**src/rtl/packed_word_serializer_pkg.sv**
```systemverilog
// rtl/packed_word_serializer_pkg.sv - shared constants and state encoding for the word serializer
package packed_word_serializer_pkg;

    localparam int DATAPATH_WIDTH = 8;

    typedef enum logic {
        ST_IDLE = 1'b0,
        ST_SEND = 1'b1
    } state_e;

endpackage

```
**src/rtl/packed_word_serializer_shift_reg.sv**
```systemverilog
// rtl/packed_word_serializer_shift_reg.sv - parallel-load register that shifts right one word per step
module word_shift_register #(
    parameter int WORD_LENGTH = 8,
    parameter int NUM_WORDS   = 4
) (
    input  logic                             clk,
    input  logic                             rst,
    input  logic                             load_i,
    input  logic                             shift_i,
    input  logic [NUM_WORDS*WORD_LENGTH-1:0] data_i,
    output logic [WORD_LENGTH-1:0]           word_o
);

    logic [NUM_WORDS*WORD_LENGTH-1:0] sr_q;
    logic [NUM_WORDS*WORD_LENGTH-1:0] sr_d;

    always_comb begin
        sr_d = sr_q;
        if (load_i) begin
            sr_d = data_i;
        end else if (shift_i) begin
            // zero fill so the register reads 0 once every word has left
            sr_d = sr_q >> WORD_LENGTH;
        end
    end

    always_ff @(posedge clk or posedge rst) begin
        if (rst) begin
            sr_q <= '0;
        end else begin
            sr_q <= sr_d;
        end
    end

    assign word_o = sr_q[WORD_LENGTH-1:0];

endmodule

```
**src/rtl/packed_word_serializer.sv**
```systemverilog
// rtl/packed_word_serializer.sv - drains a packed bank of words one per valid/ready handshake
module packed_word_serializer
    import packed_word_serializer_pkg::*;
#(
    parameter int WORD_LENGTH = DATAPATH_WIDTH,
    parameter int NUM_WORDS   = 4
) (
    input  logic                             clk,
    input  logic                             rst,
    input  logic                             ld,
    input  logic [NUM_WORDS*WORD_LENGTH-1:0] in,
    output logic                             busy,
    output logic [WORD_LENGTH-1:0]           out_data,
    output logic                             out_valid,
    input  logic                             out_ready,
    output logic                             out_last,
    output logic                             done
);

    localparam int IDX_W = $clog2(NUM_WORDS);
    localparam logic [IDX_W-1:0] LAST_IDX = IDX_W'(NUM_WORDS - 1);

    state_e           state_q;
    state_e           state_d;
    logic [IDX_W-1:0] idx_q;
    logic [IDX_W-1:0] idx_d;
    logic             done_q;
    logic             done_d;
    logic             load;
    logic             shift;

    always_comb begin
        state_d = state_q;
        idx_d   = idx_q;
        done_d  = 1'b0;
        load    = 1'b0;
        shift   = 1'b0;
        case (state_q)
            ST_IDLE: begin
                if (ld) begin
                    load    = 1'b1;
                    idx_d   = '0;
                    state_d = ST_SEND;
                end
            end
            ST_SEND: begin
                // ld is deliberately not looked at here, even on the final handshake
                if (out_ready) begin
                    shift = 1'b1;
                    if (idx_q == LAST_IDX) begin
                        state_d = ST_IDLE;
                        done_d  = 1'b1;
                    end else begin
                        idx_d = idx_q + 1'b1;
                    end
                end
            end
            default: begin
                state_d = ST_IDLE;
            end
        endcase
    end

    always_ff @(posedge clk or posedge rst) begin
        if (rst) begin
            state_q <= ST_IDLE;
            idx_q   <= '0;
            done_q  <= 1'b0;
        end else begin
            state_q <= state_d;
            idx_q   <= idx_d;
            done_q  <= done_d;
        end
    end

    word_shift_register #(
        .WORD_LENGTH (WORD_LENGTH),
        .NUM_WORDS   (NUM_WORDS)
    ) u_shift (
        .clk     (clk),
        .rst     (rst),
        .load_i  (load),
        .shift_i (shift),
        .data_i  (in),
        .word_o  (out_data)
    );

    assign busy      = (state_q == ST_SEND);
    assign out_valid = (state_q == ST_SEND);
    assign out_last  = (state_q == ST_SEND) && (idx_q == LAST_IDX);
    assign done      = done_q;

endmodule
```
**config.mk**
```make
export PLATFORM = sky130hd
export DESIGN_NAME = packed_word_serializer
export DESIGN_NICKNAME = d
export VERILOG_FILES = /design/src/rtl/packed_word_serializer_pkg.sv /design/src/rtl/packed_word_serializer_shift_reg.sv /design/src/rtl/packed_word_serializer.sv
export SDC_FILE = /design/constraint.sdc
export NUM_CORES = 1
export LEC_CHECK = 0
export CAP_MARGIN = 30
export CORE_ASPECT_RATIO = 0.75
export CORE_MARGIN = 3
export CORE_UTILIZATION = 35
export DETAILED_ROUTE_END_ITERATION = 16
export GPL_ROUTABILITY_DRIVEN = 0
export SKIP_CTS_REPAIR_TIMING = 1
export SLEW_MARGIN = 10
export SYNTH_ARGS = -nofsm -noshare
export SYNTH_HDL_FRONTEND = slang
export SYNTH_SLANG_ARGS = --single-unit
```
**constraint.sdc**
```tcl
create_clock -name clk -period 1.8 [get_ports clk]
set_input_delay 0.27 -clock clk [delete_from_list [all_inputs] [get_ports clk]]
set_output_delay 0.27 -clock clk [all_outputs]
set_load 0.02 [all_outputs]
```
Word-level counts from Yosys, hierarchy flattened
Cells that the tools add are included.
- multiplexer cells: 16
- eq/ne operators: 4
- bitwise gates (word level): 1
- reduce and logical (&&, ||, !) cells: 3
- add/sub/neg operators: 1
- operators with widths (kind ; number):
    $mux W32 ; 2
    $mux W1 ; 9
    $mux W2 ; 3
    $ne A2 B2 Y1 const B ; 3
    $pmux W2 S2 ; 1
    $reduce_and A3 Y1 ; 1
    $add A2 B1 Y2 const B ; 1
    $eq A2 B2 Y1 const B ; 1
    $pmux W1 S2 ; 1
    $reduce_bool A2 Y1 ; 1
    $logic_and A1 B1 Y1 ; 1
    $not A1 Y1 ; 1
- word-level logic and storage cells: 29
- bits of input ports: 36
- register bits after elaboration: 36
- output and inout port bits: 12

Logic depth before layout (Yosys ltp)
Gate-level depths: netlist (run 1).
- word-level depth: 4
- gate-level depth with buffers: 5
- depth with buffers taken out: 4

Modules after synthesis
Synthesis (run 1) repeated with hierarchy kept, for this count alone.
- cell total of the unflattened synthesis: 166
- area total of the unflattened synthesis: 1749.2 um^2
- by module, submodules not included (module ; area each (um^2) ; sequential area each (um^2) ; instances ; cells an instance):
    word_shift_register ; 1547.7 ; 800.8 ; 1 ; 148
    packed_word_serializer ; 201.4 ; 100.1 ; 1 ; 18

Worst setup path after synthesis (run 1)
No wires, ideal clock.
- kind: flip-flop to flip-flop
- start point: reg state_q (netlist: busy)
- end point: reg u_shift.sr_q[10]
- setup time: 119 ps
- arrival: 1201 ps
- stages on the path, launching flop included: 6
- period minus slack after synthesis: 1320 ps
- slack: 480 ps
- path buffers: 2
- data required time: 1681 ps
- cell sequence: dfrtp_1 buf_6 mux2_4 buf_6 nor2_2 nor2_1
- cells in the longest elaborated chain, start to end: 2
- elaborated cells on any way between the ends: 4
- those cells by class: mux (3); reduce/logical (1)
- ends and longest elaborated chain (element ; RTL line ; source):
    from (decl) ; packed_word_serializer.sv:23 ; state_e state_q;
    from (signal assigned) ; packed_word_serializer.sv:70 ; state_q <= state_d;
    $mux W1 ; packed_word_serializer.sv:38 ; case (state_q)
    $mux W32 or $reduce_bool A2 Y1 (tied branches) ; -- ;
    to (signal assigned) ; packed_word_serializer_shift_reg.sv:31 ; sr_q <= sr_d;
    to (decl) ; packed_word_serializer_shift_reg.sv:14 ; logic [NUM_WORDS*WORD_LENGTH-1:0] sr_q;
Several ways; a longest one is shown, not always the timed one.
A chain may end at the register's enable or synchronous reset.

Worst setup path in the final report (run 1)
- start point: reg state_q (netlist: busy)
- end point: out out_valid
- RTL lines (element ; RTL line ; source):
    to (decl) ; packed_word_serializer.sv:14 ; output logic out_valid,
No word-level cell between the ends.

==> flow_summary.toml, run 1 <==
[floorplan]
start_util_pct = 38.1
die_w_um = 84.5
die-area_um2 = 5490
die_y_um = 64.9
ios = 48
fp.coreArea_um2 = 4250
std_cell_rows = 20

[drt]
drc = 0
ant_nets = 0
dr.pass1.iters = 4
wl_per_cell_um = 13.2
initialDrtViolationCount = 31
routed_wl_um = 3360
viasPerCell = 4.76
vias = 1215

[pwr]
peakVddDrop_mv = 0.601
clkPwrFrac_pct = 16.7
seqPwrFrac_pct = 43.8
p_total_w = 0.00312
cellLeakagePower_nw = 0.919
power.density_nw_per_um2 = 1460
p_int_w = 0.00202
switching_share_pct = 35.3
power_frac_comb_pct = 39.5
switchingPower_w = 0.00110

[cts]
cts_root_buf = "clkbuf_8"
insertion_delay_ns = 0.28
cts_buffer_depth = 2
h-tree-depth = 2
cts_tree = "yes"
path_clk_slew_ns = 0.07
numCtsBuffers = 5
clkSinkCount = 36

[synthesis]
synth_seq_cells = 36
syn_area_um2 = 1620
ys.flop_type = "dfrtp_1"
ys_async_sr_fraction_pct = 100
synth_warnings = 0
avgSynthCellArea_um2 = 10.2
synth.distinct_cells = 24
syn_inst = 159
ys_seq_area_share_pct = 55.6
syn-num-nets = 196
synth_edf_count = 0

[layout]
num-fill-cells = 405
fin_nets = 237
stdcell_count = 255
n_antenna_cell = 0
final_area_um2 = 2140
final_util_pct = 50.4
syn_to_final_growth_pct = 32.4
drive_gt1_share_pct = 13.0

[timing]
worst_pin_slew_ns = 0.443
min_period_ns = 1.59
rsz0062_at_grt = "no"
fin_ws_ns = 0.208
fin_crit_sh_pct = 88.4
relSlewSlack_pct = 70.4
slew_violations = 0
max_freq_mhz = 628
setup_viol = 0
skew_ns = 0.00670
final_hold_viol_count = 0

[global_route]
track_usage_pct = 13.2
grt-ovfl-total = 0
grt_pass1_wl_um = 5690
grt_pass1_vias = 1219
antenna_found_initial = 0
grt_max_degree = 37

[run_status]
status = "finished clean"

[setup_path]
crit_slowest_cell = "clkdlybuf4s50_1"
cp-end-kind = "output pin"
rr_worst_depth = 4
cp.arrival_ns = 1.32
cp.depth = 1
crit_required_ns = 1.53
cp_slowest_stage_delay_ns = 0.63
cp_cell_sequence = "clkdlybuf4s50_1"
path_delay_family = "buffers and inverters"
worstSetupStartpointType = "register"
path_max_fanout = 4
crit_buf_inv = 1
criticalPathCategory = "reg2out"

[place]
dp_cells = 248
dpl_worst_slack_ns = 0.145
port_buffers = 47
post-dp-hpwl_um = 2490
placedInstanceArea_um2 = 2060

[flow_run]
maxCapViolCount = 0

[worst_hold_path]
hold_class = "in2async"
==> cells in the mapped netlist, drive strengths merged (2+ instances only) <==
| library cell | number | area share (%) |
|---|---|---|
| nor2 | 50 | 13 |
| dfrtp | 36 | 56 |
| o22ai | 24 | 9.3 |
| buf | 18 | 8.4 |
| a22o | 7 | 3.8 |
| nand2 | 5 | 1.2 |
| nand3 | 3 | 0.93 |
| inv | 2 | 0.46 |
| mux2i | 2 | 1.5 |
| nand2b | 2 | 0.77 |
==> final timing paths <==
kind	startpoint	end	slack, ns
max in group asynchronous	rst	u_shift.sr_q[16]$_DFFE_PP0P_	1.09
setup reg to reg	busy$_DFF_PP0_	u_shift.sr_q[21]$_DFFE_PP0P_	0.39
hold / removal	rst	u_shift.sr_q[7]$_DFFE_PP0P_	0.38
setup / recovery	busy$_DFF_PP0_	out_valid	0.21
min in group clk	u_shift.sr_q[25]$_DFFE_PP0P_	u_shift.sr_q[25]$_DFFE_PP0P_	0.51
hold reg to reg	u_shift.sr_q[25]$_DFFE_PP0P_	u_shift.sr_q[25]$_DFFE_PP0P_	0.51
==> metrics by stage <==
| stage | setup TNS [ns] | hold WS, ns |
|---|---|---|
| after floorplan | 0 | 0.379 |
| after global placement | 0 | 0.488 |
| after detailed placement | 0 | 0.497 |
| after CTS | -0.102 | 0.400 |
| after global routing | 0 | 0.450 |
| final | 0 | 0.384 |
==> cell families (layout without fill, tap and decap cells) <==
group	Yosys count	in the layout	share of synthesized area [%]
compound gates	35	35	14.5
flops	36	36	55.6
buf+inv	21	62	9.12
mux	3	3	2.40
fa+ha+maj	1	1	0.773
simple gates	63	63	17.5
==> tightest hold or removal path, stage by stage <==
cell,delay (ns)
clkdlybuf4s50_1,0.40
inv_1,0.05
buf_4,0.38
==> power by group through the flow <==
stage / combinational (W) / clock, W / sequential (W)
global placement: 0.00121 / 0 / 0.00137
detailed placement: 0.00125 / 0 / 0.00138
floorplan: 0.000967 / 0 / 0.00134
global route: 0.00137 / 0.000571 / 0.00142
finish: 0.00123 / 0.000522 / 0.00137
CTS: 0.00125 / 0.000540 / 0.00137
==> sequential cells by signal, indices dropped and copies added, names as in the netlist <==
| name | count |
|---|---|
| done | 1 |
| idx_q | 2 |
| busy | 1 |
| u_shift.sr_q | 32 |
==> layer usage <==
metal	vias up	wire (µm)	share of wire (%)	global-route usage [%]
met5	-	0	0	0
met4	0	0	0	4.74
met3	0	218	6.5	4.19
met2	41	1520	45	20.0
met1	554	1620	48	17.6
li1	620	-	-	-
==> final cells by class <==
cell class                      count  area (µm²)  area share (%)
Timing Repair Buffer               53         518            24.2
Tap cell                           55        68.8            3.21
Clock buffer                        6        72.6            3.39
Multi-Input combinational cell    102         571            26.6
Sequential cell                    36         901            42.0
Inverter                            2        7.51           0.350
Clock inverter                      1        5.00           0.234
==> cell usage in the layout, fill, tap and decap left out, drive strengths merged <==
cell and n:
and2 1, inv 2, clkinv 1, nand2 5
nand3b 1, a21oi 1, mux2i 2, buf 6
clkdlybuf4s50 46, nand3 3, nor2b 1, a22o 7
o22ai 24, ha 1, dlymetal6s2s 1, o21ai 1
dfrtp 36, nand2b 2, clkbuf 6, nor2 50
a31oi 1, mux2 1, o211ai 1
(Power assumes the default switching activity.)
==> run 2, diff against run 1 <==
ABC_AREA = 1   (was unset)
clock period = 1.76 ns   (was 1.8 ns; I/O delays follow)
==> run 2 against run 1 <==
Net effect: power hardly changed; clock skew is 0.0019 ns lower; combinational power hardly changed; synthesized cell count is 67% higher; via count is 32% higher; sequential power is 6% lower; wire length is 13% higher; cell area is 15% higher; global-route usage is 0.19 points higher; critical path type unchanged; clock power is 16% higher; critical path depth stayed put; clock-buffer cell count stayed put.
==> flow_summary.toml, run 2 <==
[cts]
cts_root_buf = "clkbuf_8"
h-tree-depth = 2
numCtsBuffers = 5
cts_tree = "yes"
clkSinkCount = 36
insertion_delay_ns = 0.29
cts_buffer_depth = 2
path_clk_slew_ns = 0.07

[pwr]
p_int_w = 0.00198
cellLeakagePower_nw = 1.31
switchingPower_w = 0.00114
power.density_nw_per_um2 = 1270
peakVddDrop_mv = 0.363
clkPwrFrac_pct = 19.4
seqPwrFrac_pct = 41.4
power_frac_comb_pct = 39.2
switching_share_pct = 36.6

[layout]
mostFrequentLayoutCell = "nand2_1"
drive_gt1_share_pct = 6.15
top_register = "u_shift.sr_q"
final_area_um2 = 2460
final_util_pct = 49.1
fin_nets = 345
largest_register_ffs = 32
biggestRegsByFlops = "u_shift.sr_q: 32 flops, idx_q: 2 flops"
syn_to_final_growth_pct = 31.5
layout_common_cells = "nand2_1, inv_1, clkdlybuf4s50_1, dfrtp_1, o21ai_1"
stdcell_count = 381
n_antenna_cell = 0

[timing]
final_hold_viol_count = 0
setup_viol = 0
rsz0062_at_grt = "no"
setup_tns_ns = 0
relSlewSlack_pct = 69.9
max_freq_mhz = 615
skew_ns = 0.00483
worst_pin_slew_ns = 0.451
fin_crit_sh_pct = 92.4
min_period_ns = 1.63
slew_violations = 0

[synthesis]
synth_edf_count = 0
ys_seq_area_share_pct = 48.2
ys_async_sr_fraction_pct = 100
avgSynthCellArea_um2 = 7.03
syn-num-nets = 303
ys.flop_type = "dfrtp_1"
synth_seq_cells = 36
yosysTopAreaCell = "dfrtp_1"
yosys.area.top_type_share_pct = 48.2
synth_common_cells = "nand2_1, inv_1, dfrtp_1, o21ai_1, o21ai_0"
syn_inst = 266
yosysMostFrequentCell = "nand2_1"
syn_area_um2 = 1870
synth.area.top_cells = "dfrtp_1, nand2_1, inv_1, o21ai_1, buf_4"
synth_warnings = 0
synth.distinct_cells = 14

[global_route]
grt-ovfl-total = 0
antenna_found_initial = 0
grt_pass1_wl_um = 6870
track_usage_pct = 13.4
grt_pass1_vias = 1549
grt_max_degree = 37

[flow_run]
maxCapViolCount = 0

[drt]
top_layer_used = "met4"
routed_wl_um = 3800
viasPerCell = 4.21
met3_length_um = 190
initialDrtViolationCount = 76
drt-met1-wl_um = 1870
wl_per_cell_um = 9.98
dr.pass1.iters = 4
drc = 0
ant_nets = 0
wl_met2_um = 1680
vias = 1605

[setup_path]
criticalPathCategory = "reg2out"
crit_required_ns = 1.50
crit_buf_inv = 1
cp_cell_sequence = "clkdlybuf4s50_1"
path_delay_family = "buffers and inverters"
cp.arrival_ns = 1.36
cp-end-kind = "output pin"
worstSetupStartpointType = "register"
crit_slowest_cell = "clkdlybuf4s50_1"
path_max_fanout = 8
cp_slowest_stage_delay_ns = 0.63

[floorplan]
fp.coreArea_um2 = 5010
die-area_um2 = 6260
start_util_pct = 37.3
die_w_um = 90.4
std_cell_rows = 22
ios = 48
die_y_um = 69.3

[place]
dp_cells = 373
placedInstanceArea_um2 = 2360
post-dp-hpwl_um = 2660
port_buffers = 47

[worst_hold_path]
hold_class = "in2async"

[run_status]
status = "finished clean"
-- run 2: power groups by stage --
stage / logic, W / clock network [W] / registers, W
after global routing: 0.00142 / 0.000653 / 0.00133
after floorplan: 0.000922 / 0 / 0.00128
after detailed placement: 0.00125 / 0 / 0.00131
after CTS: 0.00125 / 0.000627 / 0.00130
after global placement: 0.00123 / 0 / 0.00130
final: 0.00122 / 0.000606 / 0.00129
-- run 2: worst paths after layout --
kind	startpoint	endpoint	slack, ns	cells after the start
setup / recovery	busy$_DFF_PP0_	busy	0.13	1
hold / removal	rst	u_shift.sr_q[31]$_DFFE_PP0P_	0.38	3
setup reg to reg	busy$_DFF_PP0_	u_shift.sr_q[9]$_DFFE_PP0P_	0.52	5
max in group asynchronous	rst	busy$_DFF_PP0_	1.05	3
hold reg to reg	u_shift.sr_q[14]$_DFFE_PP0P_	u_shift.sr_q[14]$_DFFE_PP0P_	0.48	2
min in group clk	u_shift.sr_q[14]$_DFFE_PP0P_	u_shift.sr_q[14]$_DFFE_PP0P_	0.48	2
-- run 2: kinds of logic (layout without fill, tap and decap cells) --
group                    count (synthesis)  in the layout  synth area share, %
flip-flops                              36             36                 48.2
buffers and inverters                   74            117                 17.5
adder cells (fa/ha/maj)                  1              1                0.669
AO/OA/AOI/OAI                           33             33                 8.84
AND/OR/NAND/NOR                        122            122                 24.8
-- run 2: routing by layer --
layer  global-route usage, %  vias to the layer above
met3                    3.80                        7
met5                       0                        -
met2                    22.4                       32
li1                        -                      851
met1                    16.3                      715
met4                    5.09                        0
-- run 2: stage by stage --
step	power, W	setup slack (ns)	hold WS, ns
finish	0.00312	0.133	0.379
global route	0.00340	0.0830	0.435
CTS	0.00317	-0.125	0.399
detailed placement	0.00255	0.205	0.465
global placement	0.00253	0.216	0.465
floorplan	0.00221	0.503	0.383
-- run 2: area by class of cell --
| cell class | instances | area (µm²) |
|---|---|---|
| fill | 535 | 2550 |
| sequential | 36 | 902 |
| multi-input combinational | 156 | 642 |
| timing repair buffer | 54 | 526 |
| inverter | 55 | 206 |
| tap | 72 | 90.1 |
| clock buffer | 6 | 82.6 |
| clock inverter | 2 | 10.0 |
